$ cat config.mk
export PLATFORM = sky130hd
export DESIGN_NAME = decode_hazard_controller
export DESIGN_NICKNAME = d
export VERILOG_FILES = /design/src/rtl/decode_hazard_controller.sv
export SDC_FILE = /design/constraint.sdc
export NUM_CORES = 1
export LEC_CHECK = 0
export BUFFER_PORTS_ARGS = -buffer_cell sky130_fd_sc_hd__buf_2
export CAP_MARGIN = 40
export CORE_AREA = 2 2 71 73
export DETAILED_ROUTE_END_ITERATION = 16
export DIE_AREA = 0 0 73 75
export PLACE_DENSITY = 0.8
export SLEW_MARGIN = 40
export SYNTH_ARGS = -nofsm -noshare
export SYNTH_HDL_FRONTEND = slang
export SYNTH_SLANG_ARGS = --single-unit
$ cat constraint.sdc
create_clock -name clock -period 2.87 [get_ports clock]
set_clock_uncertainty 0.05 [all_clocks]
set_input_delay 0.287 -clock clock [delete_from_list [all_inputs] [get_ports clock]]
set_output_delay 0.287 -clock clock [all_outputs]
set_load 0.02 [all_outputs]
$ cat src/rtl/decode_hazard_controller.sv
// ID-stage hazard sequencer: load-use stall, branch/jump flush, registered
// EX forwarding selects from an EX/MEM writer scoreboard, saturating counters.
//
// Ports:
//   clock, reset                  rising-edge clock, synchronous active-high reset
//   id_valid                      instruction in ID is real (0 = bubble)
//   id_rs, id_rt                  source register fields of the ID instruction
//   id_uses_rs, id_uses_rt        ID instruction reads rs / rt
//   id_dest                       destination after the reg_dest mux
//   id_reg_write, id_mem_read     decoder reg_write / mem_read (load)
//   id_jump                       decoder jump
//   ex_branch_taken               branch in EX resolved taken
//   stall, flush_if_id            hold PC+IF/ID / zero IF/ID (combinational)
//   bubble_id_ex                  load NOP into ID/EX (combinational)
//   forward_a, forward_b          EX operand source: 00 regfile, 10 EX/MEM, 01 MEM/WB
//   stall_count, flush_count      saturating event counters
module decode_hazard_controller #(
    parameter int CNT_W = 16
) (
    input  logic             clock,
    input  logic             reset,
    input  logic             id_valid,
    input  logic [4:0]       id_rs,
    input  logic [4:0]       id_rt,
    input  logic             id_uses_rs,
    input  logic             id_uses_rt,
    input  logic [4:0]       id_dest,
    input  logic             id_reg_write,
    input  logic             id_mem_read,
    input  logic             id_jump,
    input  logic             ex_branch_taken,
    output logic             stall,
    output logic             flush_if_id,
    output logic             bubble_id_ex,
    output logic [1:0]       forward_a,
    output logic [1:0]       forward_b,
    output logic [CNT_W-1:0] stall_count,
    output logic [CNT_W-1:0] flush_count
);

    typedef enum logic {RUN, STALL} state_t;

    state_t state, state_next;

    // Writers in flight. The WB slot is not kept: the regfile is
    // write-before-read, so a WB writer never needs forwarding.
    logic       ex_valid, ex_reg_write, ex_mem_read;
    logic [4:0] ex_dest;
    logic       mem_valid, mem_reg_write;
    logic [4:0] mem_dest;

    logic       hit_ex_rs, hit_ex_rt, hit_mem_rs, hit_mem_rt;
    logic       load_use;
    logic [1:0] fwd_a_next, fwd_b_next;

    assign hit_ex_rs  = ex_valid & ex_reg_write & (ex_dest == id_rs) & (id_rs != 5'd0);
    assign hit_ex_rt  = ex_valid & ex_reg_write & (ex_dest == id_rt) & (id_rt != 5'd0);
    assign hit_mem_rs = mem_valid & mem_reg_write & (mem_dest == id_rs) & (id_rs != 5'd0);
    assign hit_mem_rt = mem_valid & mem_reg_write & (mem_dest == id_rt) & (id_rt != 5'd0);

    assign load_use = id_valid & ex_mem_read &
                      ((id_uses_rs & hit_ex_rs) | (id_uses_rt & hit_ex_rt));

    always_comb begin
        state_next   = state;
        stall        = 1'b0;
        flush_if_id  = 1'b0;
        bubble_id_ex = 1'b0;
        unique case (state)
            RUN: begin
                if (load_use) begin
                    stall      = 1'b1;
                    state_next = STALL;
                end
            end
            STALL: state_next = RUN;
            default: state_next = RUN;
        endcase
        // A taken branch squashes whatever ID holds, so a pending stall is moot.
        if (ex_branch_taken) begin
            stall       = 1'b0;
            flush_if_id = 1'b1;
            state_next  = RUN;
        end else if (id_jump & id_valid) begin
            flush_if_id = 1'b1;
        end
        bubble_id_ex = stall | ex_branch_taken;
        if (reset) begin
            stall        = 1'b0;
            flush_if_id  = 1'b0;
            bubble_id_ex = 1'b0;
            state_next   = RUN;
        end
    end

    // Youngest writer (EX) takes priority over MEM.
    always_comb begin
        fwd_a_next = 2'b00;
        fwd_b_next = 2'b00;
        if (!bubble_id_ex) begin
            if (hit_ex_rs)       fwd_a_next = 2'b10;
            else if (hit_mem_rs) fwd_a_next = 2'b01;
            if (hit_ex_rt)       fwd_b_next = 2'b10;
            else if (hit_mem_rt) fwd_b_next = 2'b01;
        end
    end

    always_ff @(posedge clock) begin
        if (reset) begin
            state         <= RUN;
            ex_valid      <= 1'b0;
            ex_reg_write  <= 1'b0;
            ex_mem_read   <= 1'b0;
            ex_dest       <= 5'd0;
            mem_valid     <= 1'b0;
            mem_reg_write <= 1'b0;
            mem_dest      <= 5'd0;
            forward_a     <= 2'b00;
            forward_b     <= 2'b00;
            stall_count   <= '0;
            flush_count   <= '0;
        end else begin
            state         <= state_next;
            mem_valid     <= ex_valid;
            mem_reg_write <= ex_reg_write;
            mem_dest      <= ex_dest;
            if (bubble_id_ex | ~id_valid) begin
                ex_valid     <= 1'b0;
                ex_reg_write <= 1'b0;
                ex_mem_read  <= 1'b0;
                ex_dest      <= 5'd0;
            end else begin
                ex_valid     <= 1'b1;
                ex_reg_write <= id_reg_write;
                ex_mem_read  <= id_mem_read;
                ex_dest      <= id_dest;
            end
            forward_a <= fwd_a_next;
            forward_b <= fwd_b_next;
            if (stall && stall_count != '1)
                stall_count <= stall_count + 1'b1;
            if (flush_if_id && flush_count != '1)
                flush_count <= flush_count + 1'b1;
        end
    end

endmodule

After elaboration in Yosys (flattened, before gate mapping) --
Index checks and enable logic that the tools add are counted.
Operators by class: multiply operators 0, reductions and logical operators 9, mux-type cells 14, shift operators 0, bitwise logic cells 20, divide/modulo/power cells 0, magnitude comparators 0, equal/unequal tests 6, add/sub/neg operators 2
Operators by type and width (number):
- $add A16 B1 Y16 const B | 2
- $ne A16 B16 Y1 const B | 2
- $eq A5 B5 Y1 | 4
- $and A1 B1 Y1 | 15
- $mux W1 | 11
- $reduce_bool A5 Y1 | 2
- $reduce_or A2 Y1 | 3
- $reduce_or A3 Y1 | 2
- $mux W2 | 2
- $or A1 B1 Y1 | 3
- $logic_and A1 B1 Y1 | 2
- $not A1 Y1 | 2
- $pmux W1 S2 | 1
Storage, ports and cells: RAM bits 0, memory bits (read-only) 0, memories kept 0, bits in registers 52, input port bits 24, output and inout bits 39, latch bits 0

Logic depth before layout (Yosys ltp) --
depth in word-level cells 13, mapped depth 7, mapped depth without buffers 7

Worst setup path after synthesis --
No wires, ideal clock.
path type register -> register, from register stall_count[0], to register stall_count[6], stages on the path, launching flop included 8, setup slack 0.708 ns, arrival 1.989 ns, path buffers 1, required time 2.697 ns, library setup time 0.123 ns, path through dfxtp_1 > ha_1 > nand3_1 > nor4_1 > nor2b_1 > buf_2 > nor3_1 > mux2_1
Between the ends: cells in the longest elaborated chain, start to end 2, elaborated cells on any way between the ends 3, classes of those cells add/sub (1); eq/ne (1); reduce/logical (1)
Ends and longest elaborated chain:
- start: declaration | line 37 | output logic [CNT_W-1:0] stall_count,
- start signal: assignment | line 141 | stall_count <= stall_count + 1'b1;
- parallel branches: the longest is 2 deep, another holds $add A16 B1 Y16
Parallel ways; which one is timed is not known. A chain may end at the register's enable or synchronous reset.

Worst setup path after layout --
from register ex_dest[2], to output port bubble_id_ex
Between the ends: cells in the longest elaborated chain, start to end 11, elaborated cells on any way between the ends 15, classes of those cells eq/ne (2); mux (4); bitwise (9)
Ends and longest elaborated chain:
- start: declaration | line 48 | logic [4:0] ex_dest;
- start signal: assignment | line 136 | ex_dest <= id_dest;
- $eq A5 B5 Y1, on equally long branches | line 56, 57
- $and A1 B1 Y1, on equally long branches (2 in a row) | line 56, 57
- $and A1 B1 Y1 | line 62 | ((id_uses_rs & hit_ex_rs) | (id_uses_rt & hit_ex_rt));
- $or A1 B1 Y1 * | line 62
- $and A1 B1 Y1 * | line 61 | assign load_use = id_valid & ex_mem_read &
- $mux W1 * | line 71 | if (load_use) begin
- $mux W1 * | line 69 | unique case (state)
- $mux W1 * | line 80 | if (ex_branch_taken) begin
- $or A1 B1 Y1 * | line 87 | bubble_id_ex = stall | ex_branch_taken;
- $mux W1 * | line 88 | if (reset) begin
- end: declaration | line 34 | output logic bubble_id_ex,
Every way passes the cells marked *; elsewhere a longest branch is shown, timed or not.

==> reports/qor.yml <==
outcome: "finished clean"
syn_inst: 278
tns_ns: 0
drv_slew: 0
cap_viol_max_count: 0
cp.required_ns: 2.53
nets: 369
grt_overflow: 0
wl_mm: 5.44
synth_cell_types: 43
route.detailed.drc: 0
num_antenna_cells: 0
stdcell_area_um2: 2940
post_cts_buffers: 0
relSlewSlack_pct: 49.6
io_buffers: 62
async_flop_share_pct: 0
grt_usage_pct: 20.4
cts.repair.resized: 0
layout_commonest_cell: "buf_2"
core-area_um2: 4660
antenna_found_initial: 0
ys_seq_area_share_pct: 42.0
synth_ff_type: "dfxtp_1"
synth_top_cell_by_area: "dfxtp_1"
drive_gt1_share_pct: 23.0
r2r_slack_ns: 0.51
powerDensity_nw_per_um2: 434
startpoint_type: "register"
holdCritStartpoint: "id_dest[2]"
final_cell_mix: "buf_2, dfxtp_1, nor2_1"
worstSetupEndpointType: "output pin"
postCtsHoldBufs: 0
area_delta_synth_final_pct: 18.6
grt_max_degree: 46
die_area_um2: 5480
ir_drop_uv: 261
rsz0062_at_grt: "no"
ys_seq_elements: 52
max_stage_delay_ns: 0.43
rows: 25
cts_tree: "built"
p_total_mw: 1.28
path_delay_family: "simple AND/OR/NAND/NOR gates"
grt_pass1_vias: 2020
crit_chain: "xnor2_1, nand3_1, nor4_4, o21ai_1, a21oi_1, buf_2"
synth.avg_cell_area_um2: 8.92
die_width_um: 73
synth_warnings: 0
setup_viol: 0
detail_route.wl_per_cell_um: 13.7
cts_max_level: 2
fin_cells: 398
ff2ff_path_depth: 7
syn_nets: 304
worstPathArrival_ns: 2.07
gp_congestion: 0.977
dp_cells: 390
final-hold-violation-count: 0
synth-edff-count: 0
hold_depth: 2
ant_nets: 0
drtIter0Drc: 131
root_buffer: "clkbuf_8"
via_per_inst: 5.50
crit_fanout: 6
p_leak_nw: 1.24
cts_max_path_buffers: 2
hp-class: "in2reg"
yosysTopAreaCellShare_pct: 42.0
min_to: "ex_dest[2]"
tightest_slew_ns: 0.749
placed_area_um2: 2840
grt_pass1_wl_mm: 8.78
clkLatencyLatePin_ns: 0.32
vias: 2188
finalCriticalPeriod_ns: 2.41
regToRegStartpoint: "stall_count[0]"
post-route-period-util_pct: 84.0
path_class: "reg2out"
clk_pin_slew_ns: 0.11
crit_slowest_cell: "dfxtp_1"
path_buf_inv: 1
r2r-end: "stall_count[3]"
start_util_pct: 53.2
synth.top_cells.by_area: "dfxtp_1, xor2_1, xnor2_1"
whs_ns: 0.136
clock_sinks: 52
cts_buffers: 5
first_pass_iters: 4
netlist_area_um2: 2480
io_pins: 63
die_height_um: 75
max_freq_mhz: 415
place_hpwl_mm: 3.91
## per-stage QoR
step	utilization (%)	worst slack, ns
global route	63.1	0.292
detailed placement	61.0	0.431
CTS	63.1	0.481
floorplan	-	0.708
global placement	61.0	0.467
finish	63.1	0.459
## report_power, final
part	total (mW)	internal [mW]	leakage, nW	switching, mW
Sequential	0.739	0.730	0.420	0.00955
Clock	0.442	0.178	0.0487	0.264
Combinational	0.0948	0.0401	0.767	0.0547
## synth_stat cells, drive strengths merged, types with 9 or more instances
cell,n
dfxtp,52
and3,11
nand3,13
nor2b,15
nor2,29
nand4,14
xnor2,17
xor2,18
nand2,19
nor3,9
## cell families (layout without fill, tap and decap cells)
logic type	after synthesis	in the layout	share of synthesized area [%]
flops	52	52	42.0
xor+xnor	35	35	12.4
compound gates	26	26	6.92
fa+ha+maj	2	2	1.01
buf+inv	16	82	2.93
simple gates	140	140	31.7
mux	7	7	3.13
## how the worst max path moves through the flow
stage / from / end / cells after the start
floorplan: stall_count[0] / stall_count[6] / 7
global placement: id_rs[1] / stall_count[3] / 7
detailed placement: id_rs[1] / stall_count[3] / 7
CTS: ex_dest[2] / bubble_id_ex / 6
global route: stall_count[0] / stall_count[14] / 7
finish: ex_dest[2] / bubble_id_ex / 6
## registers in the layout (all words and copies together) (netlist names)
register	flops
flush_count	16
ex_reg_write	1
forward_b	2
mem_valid	1
stall_count	16
mem_reg_write	1
mem_dest	5
ex_valid	1
ex_mem_read	1
state	1
ex_dest	5
forward_a	2
## per-layer routing
| metal | up-vias | track usage, % | wire [µm] |
|---|---|---|---|
| li1 | 1108 | - | - |
| met1 | 1015 | 25.4 | 2500 |
| met2 | 53 | 34.4 | 2560 |
| met3 | 12 | 4.69 | 276 |
| met4 | 0 | 8.02 | 99 |
| met5 | - | 0 | 0 |
## area by class of cell
class	count	area [µm²]
fill	399	1720
multi-input combinational	210	1370
inverter	8	30.0
timing repair buffer	66	340
sequential	52	1040
clock inverter	3	26.3
clock buffer	5	68.8
tap	54	67.6
No activity file was read; power rests on OpenSTA's default activity.
